===== config.mk =====
export PLATFORM = sky130hd
export DESIGN_NAME = conv_host_buffer_flat
export DESIGN_NICKNAME = d
export VERILOG_FILES = /design/src/rtl/conv_host_pkg.sv /design/src/rtl/conv_host_buffer_if.sv /design/src/rtl/conv_buf_ram.sv /design/src/rtl/conv_host_buffer.sv /design/src/flat_wrapper.sv
export SDC_FILE = /design/constraint.sdc
export NUM_CORES = 1
export LEC_CHECK = 0
export BUFFER_PORTS_ARGS = -buffer_cell sky130_fd_sc_hd__buf_4
export CAP_MARGIN = 0
export CORE_ASPECT_RATIO = 1.2
export CORE_MARGIN = 2
export CORE_UTILIZATION = 65
export CTS_BUF_LIST = sky130_fd_sc_hd__clkbuf_2 sky130_fd_sc_hd__clkbuf_4 sky130_fd_sc_hd__clkbuf_8
export DETAILED_ROUTE_END_ITERATION = 10
export GPL_ROUTABILITY_DRIVEN = 0
export PLACE_DENSITY_LB_ADDON = 0.08
export SYNTH_ARGS = -nofsm -noshare
export SYNTH_HDL_FRONTEND = slang
export SYNTH_HIERARCHICAL = 1
export SYNTH_SLANG_ARGS = --single-unit

===== constraint.sdc =====
create_clock -name clk -period 3.8 [get_ports clk]
set_input_delay 0.38 -clock clk [delete_from_list [all_inputs] [get_ports clk]]
set_output_delay 0.38 -clock clk [all_outputs]
set_load 0.005 [all_outputs]

===== src/rtl/conv_host_pkg.sv =====
// Shared types and helpers for the convolution host buffer: FSM state encoding
// and the drain-length calculation.
package conv_host_pkg;

  typedef enum logic [1:0] {
    LOAD  = 2'd0,
    START = 2'd1,
    RUN   = 2'd2,
    DRAIN = 2'd3
  } state_t;

  // Full convolution output length n_y + size_h - 1, wrapped to the Z address width.
  function automatic int unsigned nz_count(input int unsigned n_y,
                                           input int unsigned size_h,
                                           input int unsigned width);
    return (n_y + size_h - 32'd1) & ((32'd1 << width) - 32'd1);
  endfunction

endpackage


===== src/rtl/conv_host_buffer_if.sv =====
// Y input stream and Z output stream between the bus/DMA front end (master)
// and the host buffer (slave).
interface conv_host_buffer_if #(
  parameter int DATA_WIDTH     = 8,
  parameter int DATA_WIDTH_OUT = 16
);

  logic                      y_valid_i;
  logic                      y_ready_o;
  logic [DATA_WIDTH-1:0]     y_data_i;
  logic                      y_last_i;
  logic                      z_valid_o;
  logic                      z_ready_i;
  logic [DATA_WIDTH_OUT-1:0] z_data_o;
  logic                      z_last_o;

  modport master (
    output y_valid_i, y_data_i, y_last_i, z_ready_i,
    input  y_ready_o, z_valid_o, z_data_o, z_last_o
  );

  modport slave (
    input  y_valid_i, y_data_i, y_last_i, z_ready_i,
    output y_ready_o, z_valid_o, z_data_o, z_last_o
  );

endinterface


===== src/rtl/conv_buf_ram.sv =====
// Register-array buffer with one synchronous write port and one asynchronous
// read port; contents are never cleared.
module conv_buf_ram #(
  parameter int WIDTH      = 8,
  parameter int ADDR_WIDTH = 5
) (
  input  logic                  clk,
  input  logic                  we,
  input  logic [ADDR_WIDTH-1:0] waddr,
  input  logic [WIDTH-1:0]      wdata,
  input  logic [ADDR_WIDTH-1:0] raddr,
  output logic [WIDTH-1:0]      rdata
);

  logic [WIDTH-1:0] mem [2**ADDR_WIDTH];

  always_ff @(posedge clk) begin
    if (we) mem[waddr] <= wdata;
  end

  assign rdata = mem[raddr];

endmodule


===== src/rtl/conv_host_buffer.sv =====
// Host-side responder for one convolution engine: buffers the Y vector, starts
// the engine, serves its Y reads, captures its Z writes and streams Z back out.
module conv_host_buffer
  import conv_host_pkg::*;
#(
  parameter int DATA_WIDTH        = 8,
  parameter int DATA_WIDTH_OUT    = 16,
  parameter int ADDRESS_WIDTH     = 5,
  parameter int ADDRESS_WIDTH_OUT = 6,
  parameter int SIZE_H            = 31
) (
  input  logic                         clk,
  input  logic                         rst,
  conv_host_buffer_if.slave            host,
  output logic                         conv_start_o,
  output logic [ADDRESS_WIDTH-1:0]     conv_size_y_o,
  input  logic [ADDRESS_WIDTH-1:0]     conv_y_addr_i,
  output logic [DATA_WIDTH-1:0]        conv_data_y_o,
  input  logic [ADDRESS_WIDTH_OUT-1:0] conv_z_addr_i,
  input  logic [DATA_WIDTH_OUT-1:0]    conv_data_z_i,
  input  logic                         conv_write_i,
  input  logic                         conv_done_i,
  output logic                         busy_o,
  output logic                         done_o
);

  localparam logic [ADDRESS_WIDTH-1:0] Y_MAX_COUNT = '1;

  state_t                       state;
  logic [ADDRESS_WIDTH-1:0]     n_y;
  logic [ADDRESS_WIDTH-1:0]     n_y_inc;
  logic [ADDRESS_WIDTH_OUT-1:0] p;
  logic [ADDRESS_WIDTH_OUT-1:0] p_inc;
  logic [ADDRESS_WIDTH_OUT-1:0] n_z;
  logic [ADDRESS_WIDTH_OUT-1:0] n_z_m1;
  logic [ADDRESS_WIDTH_OUT-1:0] n_z_calc;
  logic                         y_accept;
  logic                         y_final;
  logic                         z_accept;
  logic                         z_we;

  assign y_accept = host.y_ready_o & host.y_valid_i;
  assign z_accept = host.z_valid_o & host.z_ready_i;
  assign z_we     = (state == RUN) & conv_write_i;
  assign n_y_inc  = n_y + 1'b1;
  assign p_inc    = p + 1'b1;
  assign n_z_m1   = n_z - 1'b1;
  assign y_final  = host.y_last_i | (n_y_inc == Y_MAX_COUNT);
  assign n_z_calc = ADDRESS_WIDTH_OUT'(nz_count(32'(n_y), SIZE_H, ADDRESS_WIDTH_OUT));

  conv_buf_ram #(.WIDTH(DATA_WIDTH), .ADDR_WIDTH(ADDRESS_WIDTH)) u_y_ram (
    .clk   (clk),
    .we    (y_accept),
    .waddr (n_y),
    .wdata (host.y_data_i),
    .raddr (conv_y_addr_i),
    .rdata (conv_data_y_o)
  );

  conv_buf_ram #(.WIDTH(DATA_WIDTH_OUT), .ADDR_WIDTH(ADDRESS_WIDTH_OUT)) u_z_ram (
    .clk   (clk),
    .we    (z_we),
    .waddr (conv_z_addr_i),
    .wdata (conv_data_z_i),
    .raddr (p),
    .rdata (host.z_data_o)
  );

  // z_last_o is precomputed one beat ahead so the final handshake is just z_accept & z_last_o.
  always_ff @(posedge clk) begin
    if (rst) begin
      state          <= LOAD;
      n_y            <= '0;
      p              <= '0;
      n_z            <= '0;
      conv_size_y_o  <= '0;
      conv_start_o   <= 1'b0;
      host.y_ready_o <= 1'b1;
      host.z_valid_o <= 1'b0;
      host.z_last_o  <= 1'b0;
      busy_o         <= 1'b0;
      done_o         <= 1'b0;
    end else begin
      conv_start_o <= 1'b0;
      done_o       <= 1'b0;
      case (state)
        LOAD: begin
          if (y_accept) begin
            n_y <= n_y_inc;
            if (y_final) begin
              state          <= START;
              conv_start_o   <= 1'b1;
              conv_size_y_o  <= n_y_inc;
              host.y_ready_o <= 1'b0;
              busy_o         <= 1'b1;
            end
          end
        end
        START: state <= RUN;
        RUN: begin
          if (conv_done_i) begin
            state          <= DRAIN;
            n_z            <= n_z_calc;
            p              <= '0;
            host.z_valid_o <= 1'b1;
            host.z_last_o  <= (n_z_calc == ADDRESS_WIDTH_OUT'(1));
          end
        end
        DRAIN: begin
          if (z_accept) begin
            if (host.z_last_o) begin
              state          <= LOAD;
              n_y            <= '0;
              p              <= '0;
              host.z_valid_o <= 1'b0;
              host.z_last_o  <= 1'b0;
              host.y_ready_o <= 1'b1;
              busy_o         <= 1'b0;
              done_o         <= 1'b1;
            end else begin
              p             <= p_inc;
              host.z_last_o <= (p_inc == n_z_m1);
            end
          end
        end
        default: state <= LOAD;
      endcase
    end
  end

endmodule


===== src/flat_wrapper.sv =====
// flat-port wrapper written by rule: the top's interface ports become plain ports
module conv_host_buffer_flat import conv_host_pkg::*;
#(
  parameter int DATA_WIDTH        = 8,
  parameter int DATA_WIDTH_OUT    = 16,
  parameter int ADDRESS_WIDTH     = 5,
  parameter int ADDRESS_WIDTH_OUT = 6,
  parameter int SIZE_H            = 31
)
  (clk, rst, conv_start_o, conv_size_y_o, conv_y_addr_i, conv_data_y_o, conv_z_addr_i, conv_data_z_i, conv_write_i, conv_done_i, busy_o, done_o, host_y_valid_i, host_y_data_i, host_y_last_i, host_z_ready_i, host_y_ready_o, host_z_valid_o, host_z_data_o, host_z_last_o);
  conv_host_buffer_if #(.DATA_WIDTH(DATA_WIDTH), .DATA_WIDTH_OUT(DATA_WIDTH_OUT)) host_i ();
  input  logic clk;
  input  logic rst;
  output logic conv_start_o;
  output logic [ADDRESS_WIDTH-1:0] conv_size_y_o;
  input  logic [ADDRESS_WIDTH-1:0] conv_y_addr_i;
  output logic [DATA_WIDTH-1:0] conv_data_y_o;
  input  logic [ADDRESS_WIDTH_OUT-1:0] conv_z_addr_i;
  input  logic [DATA_WIDTH_OUT-1:0] conv_data_z_i;
  input  logic conv_write_i;
  input  logic conv_done_i;
  output logic busy_o;
  output logic done_o;
  input wire logic [$bits(host_i.y_valid_i)-1:0] host_y_valid_i;
  input wire logic [$bits(host_i.y_data_i)-1:0] host_y_data_i;
  input wire logic [$bits(host_i.y_last_i)-1:0] host_y_last_i;
  input wire logic [$bits(host_i.z_ready_i)-1:0] host_z_ready_i;
  output wire logic [$bits(host_i.y_ready_o)-1:0] host_y_ready_o;
  output wire logic [$bits(host_i.z_valid_o)-1:0] host_z_valid_o;
  output wire logic [$bits(host_i.z_data_o)-1:0] host_z_data_o;
  output wire logic [$bits(host_i.z_last_o)-1:0] host_z_last_o;
  assign host_i.y_valid_i = host_y_valid_i;
  assign host_i.y_data_i = host_y_data_i;
  assign host_i.y_last_i = host_y_last_i;
  assign host_i.z_ready_i = host_z_ready_i;
  assign host_y_ready_o = host_i.y_ready_o;
  assign host_z_valid_o = host_i.z_valid_o;
  assign host_z_data_o = host_i.z_data_o;
  assign host_z_last_o = host_i.z_last_o;
  conv_host_buffer #(.DATA_WIDTH(DATA_WIDTH), .DATA_WIDTH_OUT(DATA_WIDTH_OUT), .ADDRESS_WIDTH(ADDRESS_WIDTH), .ADDRESS_WIDTH_OUT(ADDRESS_WIDTH_OUT), .SIZE_H(SIZE_H)) u_core (.clk(clk), .rst(rst), .host(host_i), .conv_start_o(conv_start_o), .conv_size_y_o(conv_size_y_o), .conv_y_addr_i(conv_y_addr_i), .conv_data_y_o(conv_data_y_o), .conv_z_addr_i(conv_z_addr_i), .conv_data_z_i(conv_data_z_i), .conv_write_i(conv_write_i), .conv_done_i(conv_done_i), .busy_o(busy_o), .done_o(done_o));
endmodule

# [Word-level counts from Yosys, hierarchy flattened]
# Memories as Yosys holds them, arrays and structs flattened. A register that Yosys moved wholly into a read port is not among the register bits.
# Index checks and enable logic that the tools add are counted.
# Widths: inputs -> output; s select.
[totals] regBits=30 latchBits=0 ram_bits=1280 mem_bits_ro=0 inputBits=42 n_memories=2
[classes] add_sub_neg=5 mul=0 div=0 order_cmp=0 eq_ne=11 shift=0 n_mux=38 n_bitwise=8 reduce_logical=12
[memory_table] memory="u_core.u_z_ram.mem" depth=64 width=16 rd=1 rd_clocked_by_memory_dff=1 wr=1 line_no="conv_buf_ram.sv:15" rtl="logic [WIDTH-1:0] mem [2**ADDR_WIDTH];"
[memory_table] memory="u_core.u_y_ram.mem" depth=32 width=8 rd=1 rd_clocked_by_memory_dff=0 wr=1 line_no="conv_buf_ram.sv:15"
[op_table] operator="$mux 6" count=5
[op_table] operator="$mux 1" count=18
[op_table] operator="$mux 5" count=3
[op_table] operator="$pmux 6 s2" count=1
[op_table] operator="$sub 6x1->6 const B" count=2
[op_table] operator="$mux 2" count=5
[op_table] operator="$pmux 5 s2" count=1
[op_table] operator="$reduce_and 5->1" count=2
[op_table] operator="$pmux 1 s2" count=4
[op_table] operator="$pmux 2 s4" count=1
[op_table] operator="$reduce_and 4->1" count=2
[op_table] operator="$add 5x5->6 const B" count=1
[op_table] operator="$add 6x1->6 const B" count=1
[op_table] operator="$eq 6x1->1 const B" count=1
[op_table] operator="$eq 6x6->1" count=1
[op_table] operator="$ne 2x1->1 const B" count=3
[op_table] operator="$reduce_and 3->1" count=2
[op_table] operator="$reduce_or 3->1" count=2
[op_table] operator="$add 5x1->5 const B" count=1
[op_table] operator="$eq 5x5->1 const B" count=1
[op_table] operator="$eq 2x2->1 const B" count=2
[op_table] operator="$ne 2x2->1 const B" count=2
[op_table] operator="$not 1->1" count=4
[op_table] operator="$reduce_bool 2->1" count=2
[op_table] operator="other kinds (5)" count=7

# [Logic depth before layout (Yosys ltp)]
# Gate-level depths: netlist (run 1).
[depth] ltp_word=6 ltp_mapped=10

# [Hierarchy]
# The synthesis (run 1) kept the hierarchy.
[by_module_without_submodules] mod="conv_buf_ram at u_core.u_z_ram" instances=1 cells_per_inst=1813 area_per_inst_um2=39721.8 seq_area_each_um2=30749.5
[by_module_without_submodules] mod="conv_buf_ram at u_core.u_y_ram" instances=1 cells_per_inst=409 area_per_inst_um2=9893.2 seq_area_each_um2=7687.4
[by_module_without_submodules] mod="conv_host_buffer" instances=1 cells_per_inst=187 area_per_inst_um2=1595.3 seq_area_each_um2=600.6

# [Worst setup path before layout (run 1)]
# OpenSTA, ideal clock, no wires.
[synth_timing] kind="register to register" startpoint="reg u_core.state[0]" endpoint="mem u_core/u_z_ram/mem[48][0] (netlist bit), enable pin" setup_ps=409 arrival_ps=2302 slack_ps=1089 stages_incl_launch_ff=7 period_less_slack_ps=2711 path_cell_list="dfxtp_1 inv_1 ha_1 and2_1 nor2b_1 nand4b_1 nor3_1"
[synth_via] elab_chain_len=4
[synth_lines] item="start: declaration" line_no="conv_host_buffer.sv:29" rtl="state_t state;"
[synth_lines] item="start signal: assignment" line_no="conv_host_buffer.sv:72" rtl="state <= LOAD;"
[synth_lines] item="start signal: assignment" line_no="conv_host_buffer.sv:91" rtl="state <= START;"
[synth_lines] item="start signal: assignment" line_no="conv_host_buffer.sv:99" rtl="START: state <= RUN;"
[synth_lines] item="$eq 2x2->1" line_no="conv_host_buffer.sv:44" rtl="assign z_we = (state == RUN) & conv_write_i;"
[synth_lines] item="$and 1x1->1" line_no="conv_host_buffer.sv:44"
[synth_lines] item="named net u_core.z_we" line_no="conv_host_buffer.sv:40" rtl="logic z_we;"
[synth_lines] item="$mux 1" line_no="conv_buf_ram.sv:18" rtl="if (we) mem[waddr] <= wdata;"
[synth_lines] item="$mux 1 (implied by the code)" line_no="conv_buf_ram.sv:18"
[synth_lines] item="end: declaration" line_no="conv_buf_ram.sv:15"
# The timed path passes the listed nets, and every way through them passes these cells.

==> flow_metrics.tcl, run 1 <==
set metrics [dict create \
    design.die.area_mm2 0.08106 \
    die_x_um 260.2 \
    finalNetCount 2772 \
    drc 0 \
    io_pins 77 \
    fp.coreArea_mm2 0.07791 \
    portBuffers 76 \
    setup_violations 0 \
    drt_iter0_markers 3073 \
    hold_ws_ns 0.08438 \
    num_vias 25750 \
    maxSlewHeadroom_pct 39.23 \
    track_usage_pct 30.38 \
    initial_core_util_pct 65.73 \
    first_global_vias 26181 \
    final_area_mm2 0.05783 \
    clk_path_buf_depth 3 \
    placed_cell_area_mm2 0.05348 \
    seq_area_frac_synth_pct 76.23 \
    switching_share_pct 20.97 \
    ir_worst_vdd_v 0.0003257 \
    ys.flop_type "edfxtp_1" \
    grt_max_degree 68 \
    clkPwrFrac_pct 39.2 \
    rows 112 \
    pwr-share-comb_pct 3.5 \
    drive_gt1_share_pct 32.20 \
    fin_ws_ns 0.04863 \
    wl_per_cell_um 30.64 \
    path_clk_slew_ns 0.06 \
    syn_to_final_growth_pct 12.92 \
    reg2reg_depth 7 \
    tightest_slew_ns 0.9082 \
    async_flop_share_pct 0 \
    p_leak_nw 18.02 \
    power_switching_w 0.005856 \
    critPathCaptureType "output port" \
    hold_depth 1 \
    synth_cells 2409 \
    syn_avg_cell_area_um2 21.26 \
    start_kind "flip-flop" \
    numCtsBuffers 190 \
    cts_root_buffer "clkbuf_8" \
    maxCapViolations 0 \
    synth_common_cells "1,280 x edfxtp_1, 300 x mux4_2, 129 x nor2_1, 87 x mux2i_1, 73 x nand2_1" \
    hold_viol_final 0 \
    antenna_found_initial 3 \
    setup.worst_path.start "u_core/p[0]" \
    synthTopCellsByArea "edfxtp_1 75%, mux4_2 13%, mux2i_1 1.7%" \
    r2r_setup_slack_ns 0.87 \
    period_needed_ns 3.751 \
    p_per_area_mw_per_mm2 483.0 \
    synth.most_common_cell "edfxtp_1" \
    hold_end "u_core/u_z_ram/mem[5][13]" \
    crit_arrival_ns 3.37 \
    first_pass_iters 5 \
    grt_pass1_wl_mm 174.6 \
    synth_cell_types 63 \
    fmax_mhz 266.6 \
    power.share.sequential_pct 57.4 \
    worst_hold_path_type "in -> reg" \
    yosysWarnings 6 \
    min_from "conv_data_z_i[13]" \
    pre_cts_slack_ns 0.5139 \
    layout_worst_path_cycle_share_pct 98.72 \
    yosys_register_bits 1310 \
    h-tree-depth 4 \
    drv_slew 0 \
    p_int_w 0.02207 \
    syn_area_mm2 0.05121 \
    dp_hpwl_mm 72.98 \
    path_max_fanout 25 \
    drtAntennaViolNets 0 \
    fillers 4487 \
    clock_skew_ns 0.03814 \
    yosysTopAreaCellShare_pct 75.06 \
    wl_mm 119.9 \
    gr-total-overflow 0 \
    critPathKind "reg -> out" \
    cts_num_sinks 1310 \
    rr_startpoint "u_core/state[0]" \
    clock_latency_ns 0.85 \
    synth_edf_count 1280 \
    p_total_w 0.02793 \
    crit_required_ns 3.42 \
    rsz0062_at_grt "yes" \
    timing.rr.end "u_core/u_z_ram/mem[6][9]" \
    synth_top_area_cell "edfxtp_1" \
    fp.dieH_um 311.5 \
    status "complete, no violations" \
    cts_tree "done" \
    vias_per_cell 6.581 \
    syn-num-nets 2460 \
]
## registers in the layout, indices dropped and copies added (netlist names), 2 cells and up
signal,count
u_core/conv_size_y_o,5
u_core/state,2
u_core/u_z_ram/mem,1024
u_core/p,6
u_core/u_y_ram/mem,256
u_core/n_z,6
u_core/n_y,5
## placed cells by master (no fill, tap or decap), types with 6 or more instances in the layout
cell type,netlist,routed
a21oi_1,26,21
nand4_1,13,13
buf_12,5,11
edfxtp_1,1280,1280
nor3_1,13,11
a211oi_1,16,16
nand2_1,73,73
clkbuf_8,0,193
a221oi_1,16,11
bufinv_16,0,6
a211o_1,8,8
clkinv_1,0,52
ha_1,9,9
buf_4,19,213
mux2_2,35,35
xor2_1,8,8
xnor2_1,10,10
nor2b_1,31,30
mux2i_1,87,85
mux4_2,300,300
dfxtp_1,30,25
clkbuf_4,1,62
dlygate4sd3_1,0,13
nand3b_1,8,8
a221o_1,6,6
o21ai_1,4,7
clkinv_2,0,28
inv_1,11,11
a31oi_2,0,6
a311oi_1,8,8
a22oi_2,0,9
nor2_1,129,128
a22oi_1,42,33
clkinvlp_4,0,6
nand3_1,33,33
a22o_1,7,7
## critical path, cell delays in order, from the launching register on
cell,delay (ns)
dfxtp_4,0.38
buf_4,0.14
buf_16,0.21
buf_6,0.20
mux4_2,0.53
mux2_2,0.28
nand2_1,0.07
nand4_1,0.22
and4_1,0.32
buf_4,0.14
## metal layers
layer	global-route usage, %	vias to the layer above	routed length, µm
met5	0	-	12
met4	14.44	2	5941
met3	4.482	271	8373
met2	51.71	1215	62980
met1	38.85	13552	42590
li1	-	10710	-
## layout make-up
class / instances / area, µm² / share of cell area [%]
antenna: 5 / 12.51 / 0.02164
clock buffer: 255 / 3122 / 5.398
clock inverter: 98 / 623.1 / 1.078
multi-input combinational: 958 / 11470 / 19.84
timing repair buffer: 250 / 2216 / 3.832
tap: 1026 / 1284 / 2.220
sequential: 1310 / 39050 / 67.54
inverter: 11 / 41.29 / 0.07140
## power by group through the flow
| stage | sequential (W) | combinational [W] | clock (W) |
|---|---|---|---|
| after floorplan | 0.0163 | 0.000489 | 0 |
| after global placement | 0.0163 | 0.000926 | 0 |
| after detailed placement | 0.0163 | 0.000967 | 0 |
| after CTS | 0.0160 | 0.000983 | 0.0111 |
| after global routing | 0.0160 | 0.00106 | 0.0117 |
| final | 0.0160 | 0.000975 | 0.0109 |
## how the worst max path moves through the flow
stage	slack, ns	to	depth (start not counted)
5_1_grt	-0.04	host_z_data_o[12]	9
6_report	0.05	host_z_data_o[12]	9
3_3_place_gp	0.47	host_z_data_o[8]	7
3_5_place_dp	0.51	host_z_data_o[8]	7
4_1_cts	0.001	host_z_data_o[15]	8
2_1_floorplan	1.09	u_core/u_z_ram/mem[48][0]	6
## through the flow
| step | utilization, % | instances | setup TNS [ns] |
|---|---|---|---|
| floorplan | - | 2409 | 0 |
| global placement | 68.64 | 3527 | 0 |
| detailed placement | 68.64 | 3527 | 0 |
| CTS | 74.06 | 3907 | 0 |
| global route | 74.21 | 3909 | -0.04637 |
| finish | 74.22 | 3913 | 0 |
## cell families after synthesis
logic type               Yosys count  synth area share (%)
adder cells (fa/ha/maj)            9                0.2199
AND/OR/NAND/NOR                  336                 3.140
multiplexers                     426                 15.87
buffers and inverters            141                 1.779
XOR/XNOR                          18                0.3078
AO/OA/AOI/OAI                    169                 2.455
flip-flops                      1310                 76.23
## what timing repair did
item / in CTS / in global routing
setup buffers: 13 / 0
hold buffers: 13 / 0
hold endpoints to repair: 281 / 0
cloned: 1 / 1
endpoints found under the setup margin: 16 / 13
resized for setup: 39 / 15
pin swaps: 3 / 5
(Power assumes the default switching activity.)
==> run 2: changes to the inputs <==
CORE_UTILIZATION = 60   (was 65)
==> run 2 against run 1 <==
Against the previous run: clock power is 4% lower; combinational power fell by 0.6%; die area is 8.2% higher; critical path depth shrank 4; clock-buffer cell count shrank 4; total power is 1.5% lower.
==> flow_metrics.tcl, run 2 (synthesis gave the netlist of run 1 again) <==
set metrics [dict create \
    maxSlewHeadroom_pct 20.30 \
    instances_no_fill 4003 \
    top_layer_used "met5" \
    wl_mm 121.2 \
    final_cell_mix "1,280 x edfxtp_1, 300 x mux4_2, 205 x buf_4, 195 x clkbuf_8, 124 x nor2_1" \
    drv_slew 0 \
    fillers 5308 \
    path_clk_slew_ns 0.06 \
    fp.coreArea_mm2 0.08476 \
    rows 117 \
    period_needed_ns 3.791 \
    reg_top3 "u_core/u_z_ram/mem (1024), u_core/u_y_ram/mem (256)" \
    start_kind "flip-flop" \
    final_common_cell "edfxtp_1" \
    hold_viol_final 0 \
    wl_per_cell_um 30.28 \
    fin_ws_ns 0.008566 \
    clock_skew_ns 0.01941 \
    finalNetCount 2769 \
    largest_register_ff_count 1024 \
    rsz0062_at_grt "yes" \
    cts_root_buffer "clkbuf_8" \
    fp.dieH_um 324.0 \
    worst_hold_path_type "in -> reg" \
    first_global_vias 26185 \
    slowest_delay_ns 0.93 \
    tightest_slew_ns 1.191 \
    initial_core_util_pct 60.42 \
    syn_to_final_growth_pct 13.12 \
    track_usage_pct 28.40 \
    h-tree-depth 4 \
    die_x_um 270.7 \
    critPathCaptureType "output port" \
    fmax_mhz 263.8 \
    drc 0 \
    worstPathCellList "nor2_1 > a22oi_1 > a31oi_2 > a311oi_1 > buf_4" \
    clk_path_buf_depth 3 \
    status "complete, no violations" \
    placedCellCount 3616 \
    grt_pass1_wl_mm 176.6 \
    num_vias 25289 \
    cts_num_sinks 1310 \
    clock_latency_ns 0.84 \
    setup_tns_ns 0 \
    antenna_found_initial 4 \
    dp_hpwl_mm 73.22 \
    p_per_area_mw_per_mm2 475.0 \
    io_pins 77 \
    wl_met1_mm 43.43 \
    regMostFlops "u_core/u_z_ram/mem" \
    grt_max_degree 65 \
    vias_per_cell 6.318 \
    crit_arrival_ns 3.41 \
    layout_worst_path_cycle_share_pct 99.77 \
    portBuffers 76 \
    first_pass_iters 5 \
    p_leak_nw 17.97 \
    crit_required_ns 3.42 \
    route.met3.wl_mm 7.338 \
    drive_gt1_share_pct 32.37 \
    drtAntennaViolNets 0 \
    design.die.area_mm2 0.08771 \
    route.met2.wl_mm 64.92 \
    gr-total-overflow 0 \
    setup_violations 0 \
    cts_tree "done" \
    numCtsBuffers 191 \
    worst-path-buf-inv 1 \
    critical_path.top_delay_family "compound AO/OA/AOI/OAI gates" \
    cp_slowest_cell "nor2_1" \
    drt_iter0_markers 2462 \
    critPathKind "reg -> out" \
    pre_cts_slack_ns 0.4957 \
    maxCapViolations 0 \
    ir_worst_vdd_v 0.0004296 \
    path_max_fanout 20 \
]
run 2: cell count changes in the layout (fill, tap and decap cells not counted), sizes merged:
cell,before,now
inv,17,18
buf,235,229
clkbuf,256,252
bufinv,6,1
clkinv,80,81
diode,5,3
bufbuf,1,2
dlygate4sd3,13,14
clkinvlp,6,5
run 2: worst register-to-register path, delay by kind of cell (launching register included):
| kind | cells | cell delay, ns |
|---|---|---|
| adder cells (fa/ha/maj) | 1 | 0.31 |
| AND/OR/NAND/NOR | 4 | 1.45 |
| flip-flops | 1 | 0.32 |
| buffers and inverters | 2 | 0.45 |
run 2: layout make-up:
| class | instances | area [µm²] | area share, % |
|---|---|---|---|
| diodes | 3 | 7.507 | 0.01296 |
| clock buffers | 251 | 3104 | 5.359 |
| clock inverters | 94 | 474.2 | 0.8186 |
| inverters | 11 | 41.29 | 0.07127 |
| multi-input cells | 958 | 11550 | 19.95 |
| flip-flops and latches | 1310 | 39060 | 67.42 |
| well taps | 1130 | 1414 | 2.441 |
| repair buffers | 246 | 2280 | 3.935 |
run 2: repair_timing:
| action | 4_1_cts | 5_1_grt |
|---|---|---|
| endpoints found under the setup margin | 16 | 11 |
| gates resized for setup | 77 | 13 |
| setup buffers | 10 | 10 |
| pin swaps | 4 | 2 |
| hold buffers | 14 | 0 |
| hold endpoints to repair | 280 | 0 |
| gates cloned | 4 | 1 |
run 2: power by group:
| group | switching, W | internal (W) |
|---|---|---|
| clock | 0.00513 | 0.00540 |
| sequential | 0.0000616 | 0.0160 |
| combinational | 0.000624 | 0.000345 |
run 2: per-stage QoR:
step                      instance area (µm²)  power, W  hold slack [ns]  util (%)
after floorplan                         51210   0.01679           0.4691         -
after global placement                  53450   0.01724           0.4676     63.06
after detailed placement                53450   0.01728           0.4912     63.06
after CTS                               57770   0.02777          0.03777     68.16
after global routing                    57930   0.02842          0.07535     68.34
final                                   57930   0.02752          0.09044     68.35
run 2: final timing paths:
check,startpoint,to,slack [ns],depth (start not counted)
max,u_core/p[4],host_z_data_o[4],0.009,5
min,conv_data_z_i[11],u_core/u_z_ram/mem[6][11],0.09,1
max reg2reg,u_core/state[0],u_core/u_z_ram/mem[46][9],0.93,7
min reg2reg,u_core/conv_size_y_o[2],u_core/conv_size_y_o[2],0.50,2
run 2: per-layer routing:
layer  track usage (%)  vias up
li1                  -    10686
met1             34.43    13317
met2             50.71     1004
met3             4.627      276
met4             12.49        6
met5                 0        -
==> run 3: changes to the inputs <==
CORE_ASPECT_RATIO = 0.8   (was 1.2)
==> run 3 against run 2 <==
Against the previous run: first-iteration DRC count grew 25%; global-route usage fell by 0.83 points; via count increased by 1.8%; total power up 0.90%; combinational power is 2% higher; critical path depth rose by 3; sequential cell count unchanged; non-clock buffer count fell by 2; setup slack gained 0.062 ns; final cell count decreased by 0.45%; fmax is 1.7% higher; critical endpoint is now host_z_data_o[13].
==> flow_metrics.tcl, run 3 (synthesis gave the netlist of run 1 again) <==
set metrics [dict create \
    cts_num_sinks 1310 \
    start_kind "flip-flop" \
    status "complete, no violations" \
    fin_ws_ns 0.07086 \
    drc 0 \
    pwr-share-comb_pct 3.5 \
    h-tree-depth 4 \
    num_vias 25736 \
    fp.dieH_um 265.3 \
    setup_violations 0 \
    drv_slew 0 \
    io_pins 77 \
    grt_max_degree 65 \
    maxCapViolations 0 \
    crit_arrival_ns 3.35 \
    hold_end "u_core/u_z_ram/mem[2][6]" \
    clock_skew_ns 0.04051 \
    p_int_w 0.02188 \
    drt_iter0_markers 3072 \
    wl_per_cell_um 29.67 \
    clock_latency_ns 0.84 \
    first_global_vias 25449 \
    r2r_setup_slack_ns 0.77 \
    power.share.sequential_pct 57.7 \
    final_cell_mix "1,280 x edfxtp_1, 300 x mux4_2, 197 x buf_4, 192 x clkbuf_8, 127 x nor2_1" \
    largest_register_ff_count 1024 \
    regMostFlops "u_core/u_z_ram/mem" \
    hold_depth 1 \
    p_per_area_mw_per_mm2 480.1 \
    hold_viol_final 0 \
    cts_root_buffer "clkbuf_8" \
    clkPwrFrac_pct 38.8 \
    initial_core_util_pct 60.77 \
    reg_top3 "u_core/u_z_ram/mem (1024), u_core/u_y_ram/mem (256)" \
    critPathCaptureType "output port" \
    fillers 5215 \
    critPathKind "reg -> out" \
    crit_required_ns 3.42 \
    dp_hpwl_mm 70.17 \
    layout_worst_path_cycle_share_pct 98.14 \
    rr_startpoint "u_core/state[0]" \
    design.die.area_mm2 0.08772 \
    switching_share_pct 21.18 \
    gr-total-overflow 0 \
    fp.coreArea_mm2 0.08427 \
    maxSlewHeadroom_pct 35.44 \
    min_from "conv_data_z_i[6]" \
    finalNetCount 2764 \
    reg2reg_depth 7 \
    portBuffers 76 \
    placedCellCount 3598 \
    timing.rr.end "u_core/u_z_ram/mem[48][2]" \
    instances_no_fill 3985 \
    wl_mm 118.2 \
    postLayoutCoreUtil_pct 68.62 \
    path_clk_slew_ns 0.06 \
    period_needed_ns 3.729 \
    tightest_slew_ns 0.9583 \
    ir_worst_vdd_v 0.0005562 \
    first_pass_iters 6 \
    worst_hold_path_type "in -> reg" \
    rsz0062_at_grt "yes" \
    p_leak_nw 17.94 \
    pre_cts_slack_ns 0.6532 \
    final_common_cell "edfxtp_1" \
    numCtsBuffers 188 \
    setup_tns_ns 0 \
    antenna_found_initial 7 \
    fmax_mhz 268.2 \
    path_max_fanout 9 \
    track_usage_pct 27.56 \
    vias_per_cell 6.458 \
    clk_path_buf_depth 3 \
    p_total_w 0.02777 \
    power_switching_w 0.005881 \
    grt_pass1_wl_mm 171.8 \
    area.sequential_mm2 0.03905 \
    multi_input_area_mm2 0.01141 \
    die_x_um 330.6 \
    drive_gt1_share_pct 31.39 \
    syn_to_final_growth_pct 12.93 \
    drtAntennaViolNets 0 \
    cts_tree "done" \
    rows 95 \
]
==> run 3: changes by cell type in the layout (fill, tap and decap cells not counted), moves of 3 or more <==
cell / before / now
a31oi_4: 5 / 0
mux2i_1: 77 / 86
diode_2: 3 / 6
buf_12: 14 / 17
a31oi_2: 3 / 8
a22oi_2: 11 / 3
nor2_2: 6 / 3
a22oi_1: 31 / 39
clkbuf_8: 195 / 192
buf_4: 205 / 197
nor2_1: 124 / 127
bufinv_16: 1 / 5
dlygate4sd3_1: 14 / 17
mux2i_2: 10 / 1
==> run 3: worst max path at each step <==
stage,start,to,cells after the start
2_1_floorplan,u_core/state[0],u_core/u_z_ram/mem[48][0],6
3_3_place_gp,u_core/p[0],host_z_data_o[8],9
3_5_place_dp,u_core/p[0],host_z_data_o[8],9
4_1_cts,u_core/p[0],host_z_data_o[1],9
5_1_grt,u_core/p[0],host_z_data_o[9],7
6_report,u_core/p[0],host_z_data_o[13],8
==> run 3: critical path: stages, from the launching register on <==
cell	delay [ns]
dfxtp_4	0.38
buf_12	0.15
buf_16	0.17
mux4_2	0.50
mux2i_1	0.34
a22oi_1	0.27
a31oi_2	0.45
a311oi_1	0.11
buf_4	0.16
==> run 3: cell type report <==
type | count | area share [%]
Sequential cell | 1310 | 67.53
Multi-Input combinational cell | 958 | 19.72
Clock buffer | 246 | 5.270
Timing Repair Buffer | 244 | 3.966
Tap cell | 1115 | 2.412
Clock inverter | 95 | 1.004
Inverter | 11 | 0.07140
Antenna cell | 6 | 0.02596
==> run 3: per-stage QoR <==
step	hold slack, ns	instance area [µm²]
after detailed placement	0.4855	53500
after global placement	0.4716	53500
after floorplan	0.4691	51210
after global routing	0.1162	57830
after CTS	0.08040	57680
final	0.1089	57830
==> run 3: routing by layer <==
layer	routed length, µm	part of all wire, %	GRT usage [%]	up-vias
met5	22	0.019	0	-
met4	2376	2.0	7.741	4
met3	12720	11	8.248	156
met2	53360	45	39.33	1298
met1	49780	42	42.02	13588
li1	-	-	-	10690
==> run 3: timing repair <==
action	4_1_cts	5_1_grt
cloned	4	1
hold buffers	17	0
endpoints found under the setup margin	16	16
pin swaps	8	1
buffers inserted	9	10
hold endpoints to repair	291	0
gates resized for setup	28	19
==> run 3: power groups by stage <==
| stage | clock network [W] | logic, W | registers [W] |
|---|---|---|---|
| 2_1_floorplan | 0 | 0.000489 | 0.0163 |
| 3_3_place_gp | 0 | 0.000926 | 0.0163 |
| 4_1_cts | 0.0110 | 0.000986 | 0.0160 |
| 6_report | 0.0108 | 0.000984 | 0.0160 |
| 3_5_place_dp | 0 | 0.000964 | 0.0163 |
| 5_1_grt | 0.0116 | 0.00106 | 0.0160 |
